--- src/rtl/median_window_gen_if.sv ---
// Pixel stream in / 3x3 window out bundle for the median window generator.
// The master side is the pixel source plus window consumer; the slave side is
// the window generator itself.
interface median_window_gen_if #(
  parameter int n     = 8,
  parameter int IMG_W = 16,
  parameter int IMG_H = 16
);
  localparam int CW = $clog2(IMG_W);
  localparam int RW = $clog2(IMG_H);

  logic          pix_valid;
  logic [n-1:0]  pix_in;
  logic [n-1:0]  w1, w2, w3, w4, w5, w6, w7, w8, w9;
  logic          win_valid;
  logic [RW-1:0] cen_row;
  logic [CW-1:0] cen_col;
  logic          frame_done;

  modport master (
    output pix_valid, pix_in,
    input  w1, w2, w3, w4, w5, w6, w7, w8, w9,
    input  win_valid, cen_row, cen_col, frame_done
  );

  modport slave (
    input  pix_valid, pix_in,
    output w1, w2, w3, w4, w5, w6, w7, w8, w9,
    output win_valid, cen_row, cen_col, frame_done
  );
endinterface

--- src/rtl/median_window_gen.sv ---
// Streaming 3x3 neighbourhood generator. Raster pixels come in one per valid
// cycle; two line buffers hold the previous two rows so that each accepted
// pixel completes a new right-hand window column. A window is flagged valid
// only when all nine taps belong to the current frame.
module median_window_gen #(
  parameter int n     = 8,
  parameter int IMG_W = 16,
  parameter int IMG_H = 16
) (
  input  logic               clk,
  input  logic               reset,
  median_window_gen_if.slave bus
);
  localparam int CW = $clog2(IMG_W);
  localparam int RW = $clog2(IMG_H);

  localparam logic [CW-1:0] COL_LAST = CW'(IMG_W - 1);
  localparam logic [CW-1:0] COL_ONE  = CW'(1);
  localparam logic [CW-1:0] COL_TWO  = CW'(2);
  localparam logic [RW-1:0] ROW_LAST = RW'(IMG_H - 1);
  localparam logic [RW-1:0] ROW_ONE  = RW'(1);

  // FILL1 = row 0, FILL2 = row 1, STREAM = rows 2..IMG_H-1.
  typedef enum logic [1:0] {
    FILL1  = 2'd0,
    FILL2  = 2'd1,
    STREAM = 2'd2
  } state_t;

  state_t        r_state, w_state_next;
  logic [CW-1:0] r_col, w_col_next;
  logic [RW-1:0] r_row, w_row_next;
  logic          w_col_wrap, w_row_wrap;
  logic          w_win_fire, w_frame_end;

  // Line buffers: lb_a holds row r-1, lb_b holds row r-2, indexed by column.
  logic [n-1:0]  r_lb_a [IMG_W];
  logic [n-1:0]  r_lb_b [IMG_W];

  logic [n-1:0]  w_new_col [3];
  logic [n-1:0]  w_win [9];

  logic          r_win_valid;
  logic          r_frame_done;
  logic [RW-1:0] r_cen_row;
  logic [CW-1:0] r_cen_col;

  assign w_col_wrap = (r_col == COL_LAST);
  assign w_row_wrap = (r_row == ROW_LAST);

  // Next position, fill phase, and the window/frame events of this pixel.
  always_comb begin
    w_state_next = r_state;
    w_col_next   = r_col;
    w_row_next   = r_row;
    w_win_fire   = 1'b0;
    w_frame_end  = 1'b0;
    if (bus.pix_valid) begin
      w_col_next = w_col_wrap ? '0 : r_col + COL_ONE;
      if (w_col_wrap) begin
        w_row_next = w_row_wrap ? '0 : r_row + ROW_ONE;
        case (r_state)
          FILL1:   w_state_next = FILL2;
          FILL2:   w_state_next = STREAM;
          STREAM:  w_state_next = w_row_wrap ? FILL1 : STREAM;
          default: w_state_next = FILL1;
        endcase
      end
      // Columns 0/1 would pull taps from the previous line, so they never fire.
      w_win_fire  = (r_state == STREAM) && (r_col >= COL_TWO);
      w_frame_end = w_col_wrap && w_row_wrap;
    end
  end

  // Position counters and fill-phase register.
  always_ff @(posedge clk) begin
    if (reset) begin
      r_state <= FILL1;
      r_col   <= '0;
      r_row   <= '0;
    end else begin
      r_state <= w_state_next;
      r_col   <= w_col_next;
      r_row   <= w_row_next;
    end
  end

  // Line buffer update; contents survive reset since stale data never fires.
  always_ff @(posedge clk) begin
    if (!reset && bus.pix_valid) begin
      r_lb_b[r_col] <= r_lb_a[r_col];
      r_lb_a[r_col] <= bus.pix_in;
    end
  end

  // New rightmost window column: two rows up, one row up, incoming pixel.
  always_comb begin
    w_new_col[0] = r_lb_b[r_col];
    w_new_col[1] = r_lb_a[r_col];
    w_new_col[2] = bus.pix_in;
  end

  genvar gi;
  generate
    for (gi = 0; gi < 3; gi++) begin : g_row
      logic [n-1:0] r_tap [3];

      // Shift this window row left and load its new rightmost pixel.
      always_ff @(posedge clk) begin
        if (reset) begin
          r_tap[0] <= '0;
          r_tap[1] <= '0;
          r_tap[2] <= '0;
        end else if (bus.pix_valid) begin
          r_tap[0] <= r_tap[1];
          r_tap[1] <= r_tap[2];
          r_tap[2] <= w_new_col[gi];
        end
      end

      assign w_win[3*gi]     = r_tap[0];
      assign w_win[3*gi + 1] = r_tap[1];
      assign w_win[3*gi + 2] = r_tap[2];
    end
  endgenerate

  // Registered strobes and centre coordinates; coordinates hold between windows.
  always_ff @(posedge clk) begin
    if (reset) begin
      r_win_valid  <= 1'b0;
      r_frame_done <= 1'b0;
      r_cen_row    <= '0;
      r_cen_col    <= '0;
    end else begin
      r_win_valid  <= w_win_fire;
      r_frame_done <= w_frame_end;
      if (w_win_fire) begin
        r_cen_row <= r_row - ROW_ONE;
        r_cen_col <= r_col - COL_ONE;
      end
    end
  end

  assign bus.w1         = w_win[0];
  assign bus.w2         = w_win[1];
  assign bus.w3         = w_win[2];
  assign bus.w4         = w_win[3];
  assign bus.w5         = w_win[4];
  assign bus.w6         = w_win[5];
  assign bus.w7         = w_win[6];
  assign bus.w8         = w_win[7];
  assign bus.w9         = w_win[8];
  assign bus.win_valid  = r_win_valid;
  assign bus.frame_done = r_frame_done;
  assign bus.cen_row    = r_cen_row;
  assign bus.cen_col    = r_cen_col;
endmodule

--- src/flat_wrapper.sv ---
// flat-port wrapper written by rule: the top's interface ports become plain ports
module median_window_gen_flat 
#(
  parameter int n     = 8,
  parameter int IMG_W = 16,
  parameter int IMG_H = 16
)
  (clk, reset, bus_pix_valid, bus_pix_in, bus_w1, bus_w2, bus_w3, bus_w4, bus_w5, bus_w6, bus_w7, bus_w8, bus_w9, bus_win_valid, bus_cen_row, bus_cen_col, bus_frame_done);
  median_window_gen_if #(.n(n), .IMG_W(IMG_W), .IMG_H(IMG_H)) bus_i ();
  input  logic clk;
  input  logic reset;
  input wire logic [$bits(bus_i.pix_valid)-1:0] bus_pix_valid;
  input wire logic [$bits(bus_i.pix_in)-1:0] bus_pix_in;
  output wire logic [$bits(bus_i.w1)-1:0] bus_w1;
  output wire logic [$bits(bus_i.w2)-1:0] bus_w2;
  output wire logic [$bits(bus_i.w3)-1:0] bus_w3;
  output wire logic [$bits(bus_i.w4)-1:0] bus_w4;
  output wire logic [$bits(bus_i.w5)-1:0] bus_w5;
  output wire logic [$bits(bus_i.w6)-1:0] bus_w6;
  output wire logic [$bits(bus_i.w7)-1:0] bus_w7;
  output wire logic [$bits(bus_i.w8)-1:0] bus_w8;
  output wire logic [$bits(bus_i.w9)-1:0] bus_w9;
  output wire logic [$bits(bus_i.win_valid)-1:0] bus_win_valid;
  output wire logic [$bits(bus_i.cen_row)-1:0] bus_cen_row;
  output wire logic [$bits(bus_i.cen_col)-1:0] bus_cen_col;
  output wire logic [$bits(bus_i.frame_done)-1:0] bus_frame_done;
  assign bus_i.pix_valid = bus_pix_valid;
  assign bus_i.pix_in = bus_pix_in;
  assign bus_w1 = bus_i.w1;
  assign bus_w2 = bus_i.w2;
  assign bus_w3 = bus_i.w3;
  assign bus_w4 = bus_i.w4;
  assign bus_w5 = bus_i.w5;
  assign bus_w6 = bus_i.w6;
  assign bus_w7 = bus_i.w7;
  assign bus_w8 = bus_i.w8;
  assign bus_w9 = bus_i.w9;
  assign bus_win_valid = bus_i.win_valid;
  assign bus_cen_row = bus_i.cen_row;
  assign bus_cen_col = bus_i.cen_col;
  assign bus_frame_done = bus_i.frame_done;
  median_window_gen #(.n(n), .IMG_W(IMG_W), .IMG_H(IMG_H)) u_core (.clk(clk), .reset(reset), .bus(bus_i));
endmodule
--- config.mk ---
export PLATFORM = sky130hd
export DESIGN_NAME = median_window_gen_flat
export DESIGN_NICKNAME = d
export VERILOG_FILES = /design/src/rtl/median_window_gen_if.sv /design/src/rtl/median_window_gen.sv /design/src/flat_wrapper.sv
export SDC_FILE = /design/constraint.sdc
export NUM_CORES = 1
export LEC_CHECK = 0
export BUFFER_PORTS_ARGS = -buffer_cell sky130_fd_sc_hd__buf_4
export CAP_MARGIN = 15
export CORE_MARGIN = 10
export CORE_UTILIZATION = 64
export DETAILED_ROUTE_END_ITERATION = 12
export GPL_ROUTABILITY_DRIVEN = 1
export GPL_TIMING_DRIVEN = 0
export PLACE_DENSITY = 0.89
export SLEW_MARGIN = 10
export SYNTH_ARGS = -nofsm -noshare
export SYNTH_HDL_FRONTEND = slang
export SYNTH_SLANG_ARGS = --single-unit
--- constraint.sdc ---
create_clock -name clk -period 5.3 [get_ports clk]
set_input_delay 1.325 -clock clk [delete_from_list [all_inputs] [get_ports clk]]
set_output_delay 1.325 -clock clk [all_outputs]
set_load 0.05 [all_outputs]
======== After elaboration in Yosys (flattened, before gate mapping) ========
Memory sizes are Yosys's and may differ from the RTL's. A register that Yosys moved wholly into a read port is not among the register bits.
Index checks and enable logic that the tools add are counted.
W data, S select, Z words.
storage, ports and cells
  bits in registers ....................... 20
  RAM bits ................................ 328
  input port bits ......................... 11
  output and inout port bits .............. 82
  logic and storage cells ................. 63
  memories kept ........................... 5
operators by class
  add/subtract/negate cells ............... 4
  $lt $le $gt $ge ......................... 1
  eq/ne operators ......................... 4
  mux-type cells .......................... 25
  bitwise logic cells ..................... 10
  reduce and logical (&&, ||, !) cells .... 7
memory list
  memory                 words  bits a word  rd ports  clocked after memory_dff  wr ports  RTL line                  source
  u_core.r_lb_a          16     8            1         1                         1         median_window_gen.sv:37   logic [n-1:0] r_lb_a [IMG_W];
  u_core.r_lb_b          16     8            1         1                         1         median_window_gen.sv:38   logic [n-1:0] r_lb_b [IMG_W];
  u_core.g_row[0].r_tap  3      8            3         0                         3         median_window_gen.sv:106  logic [n-1:0] r_tap [3];
  u_core.g_row[1].r_tap  3      8            3         0                         3         median_window_gen.sv:106
  u_core.g_row[2].r_tap  3      8            3         0                         3         median_window_gen.sv:106
operators by type and width
  cell                   count
  $mux W8                9
  $mux W4                6
  $or A1 B1 Y1           9
  $add A4 B1 Y4 const B  2
  $eq A4 B4 Y1 const B   2
  $mux W1                8
  $sub A4 B1 Y4 const B  2
  $pmux W2 S3            1
  $ge A4 B2 Y1 const B   1
  $logic_and A1 B1 Y1    3
  $eq A2 B1 Y1 const B   1
  $eq A2 B2 Y1 const B   1
  $logic_not A2 Y1       1
  $mux W2                1
  $reduce_and A2 Y1      1
  $reduce_or A2 Y1       1
  $logic_not A1 Y1       1
  $not A1 Y1             1

======== Depth between registers and ports, before layout ========
Gate-level depths: netlist of the first run.
  depth after elaboration ................. 4
  gate-level depth with buffers ........... 8
  mapped depth without buffers ............ 6

======== Least setup slack after synthesis of the first run ========
No wires, ideal clock.
  path type ............................... input to register
  start ................................... input reset
  end ..................................... memory u_core.r_lb_a[0][0] (enable)
  setup time .............................. 0.409 ns
  arrival ................................. 3.260 ns
  required time ........................... 4.891 ns
  setup slack ............................. 1.631 ns
  stages .................................. 5
  path buffers ............................ 2
  cell sequence ........................... clkbuf_1 -> nor2b_1 -> clkbuf_1 -> nand2_1 -> nor3_1
between the ends
  word-level cells in the longest chain between the ends .. 4
ends and longest elaborated chain
  element                        RTL line                 source
  from (decl)                    flat_wrapper.sv:11       input logic reset;
  $logic_not A1 Y1               median_window_gen.sv:90  if (!reset && bus.pix_valid) begin
  $logic_and A1 B1 Y1            median_window_gen.sv:90
  $mux W1                        median_window_gen.sv:90
  $mux W1 (implied by the code)  median_window_gen.sv:92  r_lb_a[r_col] <= bus.pix_in;
  to (decl)                      median_window_gen.sv:37
Every way passes these cells.

======== Worst setup path in the final report of the first run ========
  start ................................... input reset
  end ..................................... memory u_core.r_lb_b[1][7] (enable)
between the ends
  word-level cells in the longest chain between the ends .. 4
ends and longest elaborated chain
  element                        RTL line                 source
  $logic_not A1 Y1               median_window_gen.sv:90
  $logic_and A1 B1 Y1            median_window_gen.sv:90
  $mux W1                        median_window_gen.sv:90
  $mux W1 (implied by the code)  median_window_gen.sv:91  r_lb_b[r_col] <= r_lb_a[r_col];
  to (decl)                      median_window_gen.sv:38
Every way passes these cells.

==> results of run 1 <==
## metal layers
layer,track usage,up-vias,share of wire
met3,0.0641,101,0.12
met4,0.0894,2,0.035
li1,-,3194,-
met2,0.362,572,0.49
met5,0,-,0.00040
met1,0.300,3822,0.36
## flip-flops by register name (all words and copies together), names as in the netlist, named ones only
| register | cells |
|---|---|
| u_core.r_lb_a | 128 |
| u_core.r_lb_b | 128 |
| u_core.g_row.r_tap | 72 |
| u_core.bus.cen_col | 4 |
| u_core.bus.cen_row | 4 |
| u_core.r_col | 4 |
| u_core.r_row | 4 |
| u_core.r_state | 2 |
| u_core.bus.frame_done | 1 |
| u_core.bus.win_valid | 1 |
## stage by stage
step	util	instance area, um^2
2_1_floorplan	-	13600
3_3_place_gp	0.698	14700
3_5_place_dp	0.713	15000
4_1_cts	0.765	16100
5_1_grt	0.766	16100
6_report	0.767	16100
## synth_stat cells
| cell | count | area share |
|---|---|---|
| sky130_fd_sc_hd__a211oi_1 | 20 | 0.011 |
| sky130_fd_sc_hd__a211oi_2 | 3 | 0.0028 |
| sky130_fd_sc_hd__a21oi_1 | 15 | 0.0055 |
| sky130_fd_sc_hd__a22oi_1 | 3 | 0.0017 |
| sky130_fd_sc_hd__a31oi_1 | 1 | 0.00046 |
| sky130_fd_sc_hd__a32oi_1 | 5 | 0.0032 |
| sky130_fd_sc_hd__and2_1 | 57 | 0.026 |
| sky130_fd_sc_hd__and2b_1 | 1 | 0.00055 |
| sky130_fd_sc_hd__and3_1 | 1 | 0.00046 |
| sky130_fd_sc_hd__and4_1 | 1 | 0.00064 |
| sky130_fd_sc_hd__buf_1 | 1 | 0.00027 |
| sky130_fd_sc_hd__buf_12 | 2 | 0.0029 |
| sky130_fd_sc_hd__buf_2 | 14 | 0.0051 |
| sky130_fd_sc_hd__buf_4 | 6 | 0.0033 |
| sky130_fd_sc_hd__buf_6 | 3 | 0.0025 |
| sky130_fd_sc_hd__buf_8 | 1 | 0.0011 |
| sky130_fd_sc_hd__clkbuf_1 | 16 | 0.0044 |
| sky130_fd_sc_hd__dfxtp_1 | 24 | 0.035 |
| sky130_fd_sc_hd__edfxtp_1 | 328 | 0.72 |
| sky130_fd_sc_hd__ha_1 | 7 | 0.0064 |
| sky130_fd_sc_hd__inv_1 | 4 | 0.0011 |
| sky130_fd_sc_hd__mux2_2 | 5 | 0.0041 |
| sky130_fd_sc_hd__mux2i_1 | 33 | 0.024 |
| sky130_fd_sc_hd__mux4_1 | 8 | 0.015 |
| sky130_fd_sc_hd__mux4_2 | 42 | 0.069 |
| sky130_fd_sc_hd__nand2_1 | 29 | 0.0080 |
| sky130_fd_sc_hd__nand2b_1 | 9 | 0.0041 |
| sky130_fd_sc_hd__nand3_1 | 13 | 0.0048 |
| sky130_fd_sc_hd__nand3b_1 | 1 | 0.00055 |
| sky130_fd_sc_hd__nand4_1 | 7 | 0.0032 |
| sky130_fd_sc_hd__nor2_1 | 27 | 0.0074 |
| sky130_fd_sc_hd__nor2b_1 | 10 | 0.0046 |
| sky130_fd_sc_hd__nor3_1 | 11 | 0.0040 |
| sky130_fd_sc_hd__nor3b_1 | 1 | 0.00055 |
| sky130_fd_sc_hd__nor4_1 | 1 | 0.00046 |
| sky130_fd_sc_hd__o211ai_1 | 5 | 0.0028 |
| sky130_fd_sc_hd__o21ai_0 | 5 | 0.0018 |
| sky130_fd_sc_hd__o21ai_1 | 1 | 0.00037 |
| sky130_fd_sc_hd__o31ai_1 | 1 | 0.00055 |
| sky130_fd_sc_hd__o41ai_1 | 2 | 0.0013 |
| sky130_fd_sc_hd__or2_2 | 1 | 0.00046 |
| sky130_fd_sc_hd__or3_1 | 1 | 0.00046 |
| sky130_fd_sc_hd__xnor2_1 | 4 | 0.0026 |
| sky130_fd_sc_hd__xor2_1 | 3 | 0.0019 |
## tightest hold or removal path: stages (launching register included)
cell,delay [ns]
sky130_fd_sc_hd__dfxtp_1,0.31
sky130_fd_sc_hd__nand2_1,0.06
sky130_fd_sc_hd__a21oi_1,0.07
## kinds of logic after synthesis
kind of cell | share of synthesized area
AOI/OAI and AO/OA | 0.0314
xor gates and xnor gates | 0.00450
muxes | 0.113
buffers and inverters | 0.0207
adders and majority gates | 0.00642
DFF | 0.757
and+or+nand+nor | 0.0664
## power by group through the flow
stage | logic, mW | clock network, mW | registers, mW
after floorplan | 0.152 | 0 | 3.34
after global placement | 0.434 | 0 | 3.20
after detailed placement | 0.455 | 0 | 3.21
after CTS | 0.459 | 2.39 | 3.15
after global routing | 0.488 | 2.51 | 3.15
final | 0.468 | 2.37 | 3.15
## how the worst max path moves through the flow
| stage | end |
|---|---|
| after global placement | u_core.r_lb_a[0][1]$_DFFE_PP_ |
| after global routing | u_core.r_lb_b[1][1]$_DFFE_PP_ |
| after floorplan | u_core.r_lb_a[0][0]$_DFFE_PP_ |
| after CTS | u_core.r_lb_b[1][1]$_DFFE_PP_ |
| final | u_core.r_lb_b[1][7]$_DFFE_PP_ |
| after detailed placement | u_core.r_lb_b[3][6]$_DFFE_PP_ |
## cells in the final DEF (no fill, tap or decap), types with 2 or more instances in the layout
cell                        netlist  layout
sky130_fd_sc_hd__edfxtp_1       328     328
sky130_fd_sc_hd__buf_4            6     108
sky130_fd_sc_hd__and2_1          57      57
sky130_fd_sc_hd__mux4_2          42      42
sky130_fd_sc_hd__clkbuf_16        0      35
sky130_fd_sc_hd__mux2i_1         33      33
sky130_fd_sc_hd__nand2_1         29      29
sky130_fd_sc_hd__dfxtp_1         24      24
sky130_fd_sc_hd__clkbuf_1        16      21
sky130_fd_sc_hd__a211oi_1        20      20
sky130_fd_sc_hd__nor2_1          27      17
sky130_fd_sc_hd__buf_2           14      14
sky130_fd_sc_hd__a21oi_1         15      14
sky130_fd_sc_hd__nand3_1         13      13
sky130_fd_sc_hd__buf_8            1      12
sky130_fd_sc_hd__nor2b_1         10      10
sky130_fd_sc_hd__nor2_2           0      10
sky130_fd_sc_hd__clkinv_1         0      10
sky130_fd_sc_hd__nand2b_1         9       9
sky130_fd_sc_hd__mux4_1           8       8
sky130_fd_sc_hd__nand4_1          7       7
sky130_fd_sc_hd__ha_1             7       7
sky130_fd_sc_hd__nor3_1          11       6
sky130_fd_sc_hd__buf_6            3       5
sky130_fd_sc_hd__nor3_2           0       5
sky130_fd_sc_hd__a32oi_1          5       5
sky130_fd_sc_hd__o211ai_1         5       5
sky130_fd_sc_hd__mux2_2           5       5
sky130_fd_sc_hd__o21ai_0          5       5
sky130_fd_sc_hd__clkinv_2         0       5
sky130_fd_sc_hd__inv_1            4       4
sky130_fd_sc_hd__xnor2_1          4       4
sky130_fd_sc_hd__bufinv_16        0       4
sky130_fd_sc_hd__a211oi_2         3       3
sky130_fd_sc_hd__xor2_1           3       3
sky130_fd_sc_hd__a22oi_1          3       3
sky130_fd_sc_hd__buf_12           2       2
sky130_fd_sc_hd__o41ai_1          2       2
## area by class of cell
cell class	count	share of cell area
Clock buffer	40	0.0555
Buffer	43	0.0166
Sequential cell	352	0.641
Multi-Input combinational cell	334	0.192
Timing Repair Buffer	116	0.0609
Inverter	4	0.000932
Clock inverter	20	0.0119
Tap cell	275	0.0214
Antenna cell	1	0.000155
==> insert_results.sql, run 1 <==
INSERT INTO impl_metrics (metric_group, metric, value, unit) VALUES
('outcome', 'status', 'complete, no violations', ''),
('power', 'swShare', '0.222', ''),
('worst_hold_path', 'min_delay_worst_endpoint', 'u_core.bus.cen_row[1]$_SDFFE_PP0P_', ''),
('clock_network', 'clock_tree_root_driver_cell', 'sky130_fd_sc_hd__clkbuf_16', ''),
('floorplanning', 'die_height', '166', 'um'),
('worst_setup_path', 'critPathMostFrequentCell', 'sky130_fd_sc_hd__clkbuf_1', ''),
('power', 'power_frac_seq', '0.526', ''),
('placed_design', 'detailedPlacementHpwl', '21.6', 'mm'),
('worst_setup_path', 'path_buf_inv', '3', ''),
('route', 'drt_first_iter_violations', '1067', ''),
('global_routing', 'gr-total-overflow', '0', ''),
('sta', 'post_route_fraction_of_the_period_consumed_by_the_critical_path', '0.725', ''),
('synthesis', 'post_synth_instance_area', '13600', 'um^2'),
('power', 'internal_power', '4.65', 'mW'),
('floorplanning', 'die-area', '27500', 'um^2'),
('power', 'switchingPower', '1.33', 'mW'),
('clock_network', 'cts_resized', '0', ''),
('clock_network', 'cts_tree', 'built', ''),
('route', 'postRouteWirelength', '32.3', 'mm'),
('finish', 'area.growth.synth_to_final', '18.1', '%'),
('worst_setup_path', 'setup.worst_path.class', 'in2reg', ''),
('route', 'route.detailed.wl_per_inst', '27.2', 'um'),
('synthesis', 'postSynthCellCount', '733', ''),
('synthesis', 'synth_sequential_area_ratio', '0.757', ''),
('global_routing', 'grt_start_max_net_pins', '66', ''),
('sta', 'final_critical_path_setup_slack', '1.46', 'ns'),
('floorplanning', 'boundary_pins', '93', ''),
('clock_network', 'cts_hold_repair.buffers', '0', ''),
('worst_setup_path', 'crit_start', 'reset', ''),
('sta', 'worst_clock_skew', '0.0273', 'ns'),
('sta', 'worst_hold_slack', '0.488', 'ns'),
('route', 'route.detailed.vias_per_inst', '6.49', ''),
('sta', 'final_period_minus_worst_setup_slack', '3.84', 'ns'),
('worst_hold_path', 'min_from', 'u_core.bus.cen_row[1]$_SDFFE_PP0P_', ''),
('worst_setup_path', 'critical_path.slowest_cell', 'sky130_fd_sc_hd__nor2b_1', ''),
('sta', 'slew_headroom', '0.220', ''),
('worst_setup_path', 'worst_setup_path_start_kind', 'input pin', ''),
('power', 'clock_power_share', '0.396', ''),
('sta', 'clock.fmax', '0.260', 'GHz'),
('route', 'count_of_nets_left_with_antenna_violations_after_detail_routing', '0', ''),
('power', 'share_comb_of_total_power', '0.078', ''),
('clock_network', 'cts_htree_levels', '2', ''),
('clock_network', 'clock_path_buffers', '3', ''),
('sta', 'grt_setup_unrepaired', 'no', ''),
('synthesis', 'mean_cell_area_of_the_mapped_netlist', '18.6', 'um^2'),
('job', 'cap_viol_max_count', '0', ''),
('worst_hold_path', 'whs_path_depth', '2', ''),
('worst_setup_path', 'kind_of_cell_with_the_highest_combined_delay_on_the_critical_path', 'simple AND/OR/NAND/NOR gates', ''),
('worst_setup_path', 'end_kind', 'register', ''),
('worst_setup_path', 'timing.critical_path.cells', 'clkbuf_1, nor2b_1, clkbuf_1, nand2_1, nor3_2, buf_4', ''),
('worst_setup_path', 'worst_ep_required_time', '5.49', 'ns'),
('finish', 'multiInputGateArea', '3090', 'um^2'),
('clock_network', 'post_cts.repair.setup_buffers', '0', ''),
('global_routing', 'first_pass_grt_wire_length', '48.5', 'mm'),
('power', 'ir_worst_vdd', '285', 'uV'),
('placed_design', 'gpl.final_weighted_congestion', '0.860', ''),
('power', 'post_layout_power', '5.98', 'mW'),
('worst_setup_path', 'critPathArrivalTime', '4.03', 'ns'),
('floorplanning', 'row_count', '53', ''),
('global_routing', 'first_global_vias', '7806', ''),
('sta', 'finalHoldViolCount', '0', ''),
('clock_network', 'tritoncts.num_buffers', '34', ''),
('global_routing', 'tot_gr_track_use', '0.230', ''),
('power', 'p_per_area', '371', 'nW/um^2'),
('synthesis', 'yosysWarningCount', '0', ''),
('clock_network', 'worst_setup_hold_path_clk_slew', '0.06', 'ns'),
('floorplanning', 'dieWidth', '166', 'um'),
('synthesis', 'yosys_register_bits', '352', ''),
('worst_setup_path', 'timing.critical_path.fanout_max', '10', ''),
('placed_design', 'dp_cells', '1120', ''),
('clock_network', 'clock_sinks', '352', '');
Power figures use the tool's default switching activity.
==> inputs of run 2 (changes only) <==
--- a/config.mk
+++ b/config.mk
@@ -5,14 +5,15 @@
 export SDC_FILE = /design/constraint.sdc
 export NUM_CORES = 1
 export LEC_CHECK = 0
+export ABC_AREA = 1
 export BUFFER_PORTS_ARGS = -buffer_cell sky130_fd_sc_hd__buf_4
 export CAP_MARGIN = 15
 export CORE_MARGIN = 10
-export CORE_UTILIZATION = 64
+export CORE_UTILIZATION = 60
 export DETAILED_ROUTE_END_ITERATION = 12
 export GPL_ROUTABILITY_DRIVEN = 1
 export GPL_TIMING_DRIVEN = 0
-export PLACE_DENSITY = 0.89
+export PLACE_DENSITY = 0.84
 export SLEW_MARGIN = 10
 export SYNTH_ARGS = -nofsm -noshare
 export SYNTH_HDL_FRONTEND = slang
==> constraint.sdc (replaced) <==
create_clock -name clk -period 4 [get_ports clk]
set_input_delay 1 -clock clk [delete_from_list [all_inputs] [get_ports clk]]
set_output_delay 1 -clock clk [all_outputs]
set_load 0.05 [all_outputs]
==> run 2 against run 1 <==
Net effect:
- synthesized cell count increased by 82%
- die area increased by 12%
- area after synthesis up 6.3%
- sequential power rose by 33%
- largest cell class unchanged
- largest power group unchanged
==> insert_results.sql, run 2 <==
INSERT INTO impl_metrics (metric_group, metric, value, unit) VALUES
('route', 'top_routing_layer_used', 'met4', ''),
('clock_network', 'worst_setup_hold_path_clk_slew', '0.07', 'ns'),
('finish', 'area.growth.synth_to_final', '17.3', '%'),
('route', 'firstDrtPassIters', '8', ''),
('global_routing', 'antenna_found_initial', '0', ''),
('synthesis', 'synth_commonest_cells', '411 x sky130_fd_sc_hd__nand2_1, 328 x sky130_fd_sc_hd__edfxtp_1, 199 x sky130_fd_sc_hd__inv_1', ''),
('finish', 'n_antenna_cell', '0', ''),
('finish', 'fin_area', '17000', 'um^2'),
('synthesis', 'post_synth_instance_area', '14500', 'um^2'),
('floorplanning', 'placeableCoreArea', '23600', 'um^2'),
('synthesis', 'yosysWarningCount', '0', ''),
('floorplanning', 'floorplan.initialDensity', '0.614', ''),
('synthesis', 'synth_flop_cell', 'sky130_fd_sc_hd__edfxtp_1', ''),
('clock_network', 'latest_clock_arrival_within_the_worst_skew_pair', '0.55', 'ns'),
('worst_hold_path', 'hold_path.class', 'reg2reg', ''),
('finish', 'largest_registers', 'u_core.r_lb_a: 128 flops, u_core.r_lb_b: 128 flops, u_core.g_row.r_tap: 72 flops', ''),
('synthesis', 'synth_sequential_area_ratio', '0.712', ''),
('clock_network', 'cts_htree_levels', '2', ''),
('finish', 'finish.net_count', '1500', ''),
('route', 'vias', '10400', ''),
('floorplanning', 'boundary_pins', '93', ''),
('synthesis', 'synth_enable_flop_cells', '328', ''),
('worst_setup_path', 'critical_path.slowest_cell', 'sky130_fd_sc_hd__clkbuf_1', ''),
('sta', 'tightestPinTransition', '0.810', 'ns'),
('floorplanning', 'row_count', '56', ''),
('synthesis', 'mean_cell_area_of_the_mapped_netlist', '10.9', 'um^2'),
('global_routing', 'first_pass_grt_wire_length', '57.0', 'mm'),
('worst_setup_path', 'setup.reg_to_reg.worst_slack', '1.27', 'ns'),
('sta', 'setup_viol', '0', ''),
('sta', 'clock.fmax', '0.366', 'GHz'),
('clock_network', 'clock_sinks', '352', ''),
('worst_setup_path', 'critPathArrivalTime', '2.79', 'ns'),
('power', 'total_leakage_power', '7.18', 'nW'),
('finish', 'finalNonFillerCells', '1828', ''),
('sta', 'slew_headroom', '0.460', ''),
('placed_design', 'gpl.final_weighted_congestion', '0.912', ''),
('synthesis', 'synth_top_area_frac', '0.679', ''),
('clock_network', 'clock_tree_root_driver_cell', 'sky130_fd_sc_hd__clkbuf_16', ''),
('synthesis', 'yosys_register_bits', '352', ''),
('global_routing', 'grt_start_max_net_pins', '69', ''),
('route', 'routed_met2_length', '17.5', 'mm'),
('worst_setup_path', 'worst_ep_required_time', '4.06', 'ns'),
('synthesis', 'post_synth_net_total', '1353', ''),
('route', 'route.detailed.vias_per_inst', '5.67', ''),
('placed_design', 'detailedPlacementHpwl', '24.3', 'mm'),
('finish', 'post_route_cells_drive_above_1_share', '0.152', ''),
('global_routing', 'gr-total-overflow', '0', ''),
('worst_setup_path', 'largest_incremental_delay_on_the_critical_path', '0.65', 'ns'),
('clock_network', 'tritoncts.num_buffers', '36', ''),
('power', 'p_per_area', '484', 'nW/um^2'),
('floorplanning', 'die_height', '175', 'um'),
('route', 'detail_route.drc_violations', '0', ''),
('sta', 'finalHoldViolCount', '0', ''),
('route', 'route.detailed.wl_per_inst', '20.6', 'um'),
('global_routing', 'tot_gr_track_use', '0.241', ''),
('route', 'met3RoutedLength', '5.11', 'mm'),
('clock_network', 'clock_path_buffers', '3', ''),
('synthesis', 'postSynthCellCount', '1335', ''),
('finish', 'mostFrequentLayoutCell', 'sky130_fd_sc_hd__nand2_1', ''),
('finish', 'fill_cells', '1461', ''),
('synthesis', 'ys_top_cells_by_area', 'sky130_fd_sc_hd__edfxtp_1 68%, sky130_fd_sc_hd__nand2_1 11%, sky130_fd_sc_hd__nand3_1 5.7%, sky130_fd_sc_hd__inv_1 5.2%, sky130_fd_sc_hd__dfxtp_1 3.3%', ''),
('worst_setup_path', 'timing.critical_path.cells', 'buf_2, inv_1, clkbuf_1, nand3_1, nand3_1, nand2_1', ''),
('worst_setup_path', 'worst_setup_path_start_kind', 'register', ''),
('clock_network', 'cts_tree', 'built', ''),
('job', 'cap_viol_max_count', '0', ''),
('placed_design', 'placement.io_buffers', '92', ''),
('worst_setup_path', 'path_buf_inv', '3', ''),
('placed_design', 'dp_cells', '1763', ''),
('finish', 'layout.cells.most_common_list', '410 x sky130_fd_sc_hd__nand2_1, 328 x sky130_fd_sc_hd__edfxtp_1, 199 x sky130_fd_sc_hd__inv_1', ''),
('outcome', 'status', 'complete, no violations', ''),
('clock_network', 'post_cts.repair.setup_buffers', '0', ''),
('synthesis', 'synthArstFlopShare', '0', ''),
('clock_network', 'cts_hold_repair.buffers', '0', ''),
('worst_setup_path', 'critPathMostFrequentCell', 'sky130_fd_sc_hd__nand3_1', ''),
('worst_setup_path', 'kind_of_cell_with_the_highest_combined_delay_on_the_critical_path', 'buffers and inverters', ''),
('route', 'count_of_nets_left_with_antenna_violations_after_detail_routing', '0', ''),
('power', 'ir_worst_vdd', '282', 'uV'),
('worst_setup_path', 'setup.worst_path.class', 'reg2reg', ''),
('synthesis', 'synth_most_common_cell', 'sky130_fd_sc_hd__nand2_1', ''),
('sta', 'sum_of_negative_setup_slack', '0', 'ns'),
('floorplanning', 'die-area', '30800', 'um^2'),
('synthesis', 'synth_top_cell_by_area', 'sky130_fd_sc_hd__edfxtp_1', ''),
('route', 'routedLengthMet1', '13.2', 'mm'),
('sta', 'final_period_minus_worst_setup_slack', '2.73', 'ns'),
('clock_network', 'cts_resized', '0', ''),
('route', 'postRouteWirelength', '37.7', 'mm'),
('worst_setup_path', 'end_kind', 'register', ''),
('placed_design', 'dpl_cell_area', '15900', 'um^2'),
('sta', 'grt_setup_unrepaired', 'no', ''),
('sta', 'post_route_fraction_of_the_period_consumed_by_the_critical_path', '0.682', ''),
('floorplanning', 'dieWidth', '175', 'um'),
('global_routing', 'first_global_vias', '10300', ''),
('sta', 'worst_clock_skew', '0.0317', 'ns'),
('route', 'drt_first_iter_violations', '1655', ''),
('sta', 'slew_limit_fails', '0', ''),
('synthesis', 'synth_cell_type_count', '24', ''),
('worst_setup_path', 'timing.critical_path.fanout_max', '16', '');
-- run 2: routing by layer --
metal	global-route usage	vias up
met5	0	-
met4	0.126	0
met3	0.0746	162
met2	0.385	814
met1	0.289	4766
li1	-	4631
-- run 2: logic make-up (layout without fill, tap and decap cells) --
| family | after synthesis | count (layout) | share of synthesized area |
|---|---|---|---|
| adders and majority gates | 7 | 7 | 0.00604 |
| AOI/OAI and AO/OA | 46 | 46 | 0.0165 |
| buffers and inverters | 265 | 439 | 0.0758 |
| xor gates and xnor gates | 5 | 5 | 0.00302 |
| and+or+nand+nor | 660 | 660 | 0.186 |
| DFF | 352 | 352 | 0.712 |
-- run 2: power breakdown --
part / internal, mW / switching [mW]
Clock: 1.81 / 1.39
Combinational: 0.206 / 0.648
Sequential: 4.15 / 0.0340
Total: 6.16 / 2.07
-- run 2: area by class of cell --
cell class | count | area, um^2 | area share
plain buffers | 61 | 333 | 0.0196
repair buffers | 109 | 951 | 0.0559
inverters | 204 | 766 | 0.0450
multi-input cells | 718 | 3120 | 0.184
well taps | 319 | 399 | 0.0235
clock inverters | 19 | 124 | 0.00728
clock buffers | 46 | 981 | 0.0577
flip-flops and latches | 352 | 10300 | 0.608
-- run 2: path summary, 6_finish.rpt --
check | startpoint | to | depth (start not counted)
max | register | u_core.r_lb_b[10][4]$_DFFE_PP_ | 6
min | u_core.r_row[1]$_SDFFE_PP0P_ | u_core.r_row[1]$_SDFFE_PP0P_ | 2
max reg2reg | register | u_core.r_lb_b[10][4]$_DFFE_PP_ | 6
min reg2reg | u_core.r_row[1]$_SDFFE_PP0P_ | u_core.r_row[1]$_SDFFE_PP0P_ | 2
-- run 2: through the flow --
stage	hold WS, ns	worst slack [ns]	total power [mW]	utilization
floorplan	0.451	0.928	4.78	-
global placement	0.464	0.0315	5.06	0.660
detailed placement	0.479	0.967	5.09	0.673
CTS	0.529	1.42	8.21	0.720
global route	0.567	1.28	8.44	0.720
finish	0.532	1.27	8.23	0.720
-- run 2: tightest hold or removal path, stage by stage, from the launching register on --
cell                      delay, ns
sky130_fd_sc_hd__dfxtp_1       0.33
sky130_fd_sc_hd__inv_1         0.09
sky130_fd_sc_hd__a21oi_1       0.06
==> inputs of run 3 (changes only) <==
--- a/config.mk
+++ b/config.mk
@@ -9,11 +9,11 @@
 export BUFFER_PORTS_ARGS = -buffer_cell sky130_fd_sc_hd__buf_4
 export CAP_MARGIN = 15
 export CORE_MARGIN = 10
-export CORE_UTILIZATION = 60
+export CORE_UTILIZATION = 54
 export DETAILED_ROUTE_END_ITERATION = 12
 export GPL_ROUTABILITY_DRIVEN = 1
 export GPL_TIMING_DRIVEN = 0
-export PLACE_DENSITY = 0.84
+export PLACE_DENSITY = 0.8
 export SLEW_MARGIN = 10
 export SYNTH_ARGS = -nofsm -noshare
 export SYNTH_HDL_FRONTEND = slang
==> constraint.sdc (replaced) <==
create_clock -name clk -period 2.3 [get_ports clk]
set_input_delay 0.575 -clock clk [delete_from_list [all_inputs] [get_ports clk]]
set_output_delay 0.575 -clock clk [all_outputs]
set_load 0.05 [all_outputs]
==> run 3 against run 2 <==
Net effect:
- first-iteration DRC count decreased by 30%
- sequential cell count unchanged
- final area increased by 0.60%
- fmax increased by 22%
- final cell count increased by 0.66%
- largest power group unchanged
==> insert_results.sql, run 3 (same netlist as run 2, synthesis figures left out) <==
INSERT INTO impl_metrics (metric_group, metric, value, unit) VALUES
('clock_network', 'clock_path_buffers', '3', ''),
('floorplanning', 'floorplan.initialDensity', '0.553', ''),
('power', 'share_comb_of_total_power', '0.101', ''),
('finish', 'layout.cells.most_common_list', '403 x sky130_fd_sc_hd__nand2_1, 328 x sky130_fd_sc_hd__edfxtp_1, 199 x sky130_fd_sc_hd__inv_1', ''),
('route', 'firstDrtPassIters', '5', ''),
('placed_design', 'placement.setup.worst_slack', '-0.347', 'ns'),
('route', 'detail_route.drc_violations', '0', ''),
('outcome', 'status', 'complete, no violations', ''),
('sta', 'grt_setup_unrepaired', 'no', ''),
('clock_network', 'tritoncts.num_buffers', '36', ''),
('clock_network', 'clock_tree_root_driver_cell', 'sky130_fd_sc_hd__clkbuf_16', ''),
('floorplanning', 'dieWidth', '184', 'um'),
('finish', 'finalNonFillerCells', '1840', ''),
('clock_network', 'worst_setup_hold_path_clk_slew', '0.06', 'ns'),
('clock_network', 'latest_clock_arrival_within_the_worst_skew_pair', '0.53', 'ns'),
('worst_setup_path', 'kind_of_cell_with_the_highest_combined_delay_on_the_critical_path', 'simple AND/OR/NAND/NOR gates', ''),
('clock_network', 'cts_htree_levels', '2', ''),
('global_routing', 'antenna_found_initial', '0', ''),
('sta', 'finalHoldViolCount', '0', ''),
('global_routing', 'gr-total-overflow', '0', ''),
('route', 'route.detailed.vias_per_inst', '5.51', ''),
('sta', 'setup_viol', '0', ''),
('sta', 'final_critical_path_setup_slack', '0.0629', 'ns'),
('sta', 'final_period_minus_worst_setup_slack', '2.24', 'ns'),
('power', 'internal_power', '11.1', 'mW'),
('worst_setup_path', 'critical_path.slowest_cell', 'sky130_fd_sc_hd__nand2_1', ''),
('sta', 'clock.fmax', '0.447', 'GHz'),
('finish', 'fill_cells', '1849', ''),
('power', 'total_leakage_power', '7.23', 'nW'),
('route', 'postRouteWirelength', '37.6', 'mm'),
('worst_setup_path', 'crit-reg2reg-capture', 'u_core.r_lb_b[4][0]$_DFFE_PP_', ''),
('finish', 'post_route_cells_drive_above_1_share', '0.161', ''),
('global_routing', 'first_global_vias', '10000', ''),
('worst_setup_path', 'worst-r2r-cell-count', '6', ''),
('route', 'drt_first_iter_violations', '1166', ''),
('worst_setup_path', 'end_kind', 'register', ''),
('finish', 'largest_registers', 'u_core.r_lb_a: 128 flops, u_core.r_lb_b: 128 flops, u_core.g_row.r_tap: 72 flops', ''),
('floorplanning', 'row_count', '59', ''),
('route', 'count_of_nets_left_with_antenna_violations_after_detail_routing', '0', ''),
('placed_design', 'gpl.final_weighted_congestion', '0.891', ''),
('clock_network', 'cts_tree', 'built', ''),
('worst_hold_path', 'min_from', 'reset', ''),
('worst_setup_path', 'timing.critical_path.cells', 'buf_2, buf_2, nand2_1, nand3_1, nand3_1, nand2_1', ''),
('route', 'routed_met2_length', '17.6', 'mm'),
('power', 'switchingPower', '3.52', 'mW'),
('route', 'top_routing_layer_used', 'met4', ''),
('sta', 'worst_clock_skew', '0.0274', 'ns'),
('floorplanning', 'die-area', '33800', 'um^2'),
('global_routing', 'tot_gr_track_use', '0.219', ''),
('floorplanning', 'die_height', '184', 'um'),
('clock_network', 'cts_hold_repair.buffers', '0', ''),
('worst_setup_path', 'setup.worst_path.class', 'reg2reg', ''),
('power', 'swShare', '0.241', ''),
('placed_design', 'dp_cells', '1779', ''),
('worst_setup_path', 'critPathArrivalTime', '2.47', 'ns'),
('floorplanning', 'placeableCoreArea', '26200', 'um^2'),
('worst_setup_path', 'worst_ep_required_time', '2.54', 'ns'),
('worst_setup_path', 'worst_setup_path_start_kind', 'register', ''),
('placed_design', 'placement.io_buffers', '92', ''),
('clock_network', 'post_cts.repair.setup_buffers', '0', ''),
('finish', 'mostFrequentLayoutCell', 'sky130_fd_sc_hd__nand2_1', ''),
('finish', 'area.growth.synth_to_final', '18.0', '%'),
('worst_setup_path', 'path_buf_inv', '2', ''),
('placed_design', 'detailedPlacementHpwl', '24.7', 'mm'),
('clock_network', 'clock_sinks', '352', ''),
('global_routing', 'first_pass_grt_wire_length', '56.8', 'mm'),
('worst_setup_path', 'setup.reg_to_reg.worst_slack', '0.06', 'ns'),
('route', 'route.detailed.wl_per_inst', '20.4', 'um'),
('sta', 'tightestPinTransition', '0.790', 'ns'),
('finish', 'n_antenna_cell', '0', ''),
('worst_hold_path', 'min_delay_worst_endpoint', 'u_core.bus.frame_done$_SDFF_PN0_', ''),
('worst_setup_path', 'largest_incremental_delay_on_the_critical_path', '0.47', 'ns'),
('power', 'power_frac_seq', '0.499', ''),
('job', 'cap_viol_max_count', '0', ''),
('finish', 'final_util', '0.653', ''),
('worst_hold_path', 'whs_path_depth', '2', ''),
('finish', 'finish.net_count', '1500', ''),
('route', 'vias', '10100', ''),
('route', 'met3RoutedLength', '4.84', 'mm'),
('sta', 'slew_limit_fails', '0', ''),
('route', 'routedLengthMet1', '13.7', 'mm'),
('worst_setup_path', 'timing.critical_path.fanout_max', '16', ''),
('floorplanning', 'boundary_pins', '93', ''),
('power', 'clock_power_share', '0.400', ''),
('global_routing', 'grt_start_max_net_pins', '70', ''),
('power', 'p_per_area', '853', 'nW/um^2'),
('sta', 'post_route_fraction_of_the_period_consumed_by_the_critical_path', '0.973', ''),
('sta', 'slew_headroom', '0.472', ''),
('worst_hold_path', 'hold_path.class', 'in2reg', ''),
('power', 'ir_worst_vdd', '417', 'uV');
[run 3: changes by cell type in the layout (fill, tap and decap cells not counted), sizes merged]
| cell | change |
|---|---|
| buf | -2 |
| bufinv | +4 |
| clkbuf | -1 |
| clkinv | -2 |
| clkinvlp | -1 |
| inv | -2 |
[run 3: worst reg2reg max path: cells and delay by family, from the launching register on]
| kind | cells | cell delay (ns) |
|---|---|---|
| buffers and inverters | 2 | 0.73 |
| DFF | 1 | 0.43 |
| and+or+nand+nor | 4 | 0.79 |
[run 3: worst max path at each step]
stage	start	cells after the start	slack [ns]	endpoint
finish	register	6	0.06	u_core.r_lb_b[4][0]$_DFFE_PP_
global placement	bus_pix_valid	6	-1.02	u_core.r_lb_b[15][5]$_DFFE_PP_
global route	u_core.r_col[0]$_SDFFE_PP0P_	6	0.05	u_core.r_lb_b[7][7]$_DFFE_PP_
CTS	register	4	0.04	u_core.r_lb_b[14][5]$_DFFE_PP_
detailed placement	reset	6	-0.35	u_core.r_lb_b[7][7]$_DFFE_PP_
floorplan	bus_pix_valid	5	0.03	u_core.r_lb_a[15][0]$_DFFE_PP_
[run 3: final cells by class]
cell class              count  area (um^2)  share of cell area
repair buffers            109          955              0.0558
flip-flops and latches    352        10300               0.604
multi-input cells         718         3140               0.183
clock inverters            18          209              0.0122
plain buffers              61          342              0.0200
inverters                 204          766              0.0448
well taps                 335          419              0.0245
clock buffers              43          948              0.0554
[run 3: metal layers]
layer,GRT usage,vias up
met4,0.0921,0
met3,0.0668,122
met5,0,-
li1,-,4641
met1,0.268,4774
met2,0.356,610
[run 3: through the flow]
| step | hold slack (ns) | cell area, um^2 | power, mW | setup TNS (ns) |
|---|---|---|---|---|
| final | 0.272 | 17100 | 14.6 | 0 |
| after global routing | 0.265 | 17100 | 15.0 | 0 |
| after CTS | 0.257 | 17100 | 14.6 | 0 |
| after detailed placement | 0.495 | 15900 | 8.85 | -34.64 |
| after global placement | 0.467 | 15600 | 8.79 | -219.21 |
| after floorplan | 0.451 | 14500 | 8.31 | 0 |
[run 3: repair_timing]
item / CTS / global route
endpoints found under the setup margin: 80 / 112
resized for setup: 6 / 9
gates cloned: 0 / 0
[run 3: power groups by stage]
stage	sequential, mW	combinational, mW	clock (mW)
2_1_floorplan	7.73	0.584	0
3_3_place_gp	7.41	1.38	0
3_5_place_dp	7.41	1.44	0
4_1_cts	7.28	1.45	5.87
5_1_grt	7.29	1.57	6.12
6_report	7.28	1.48	5.83
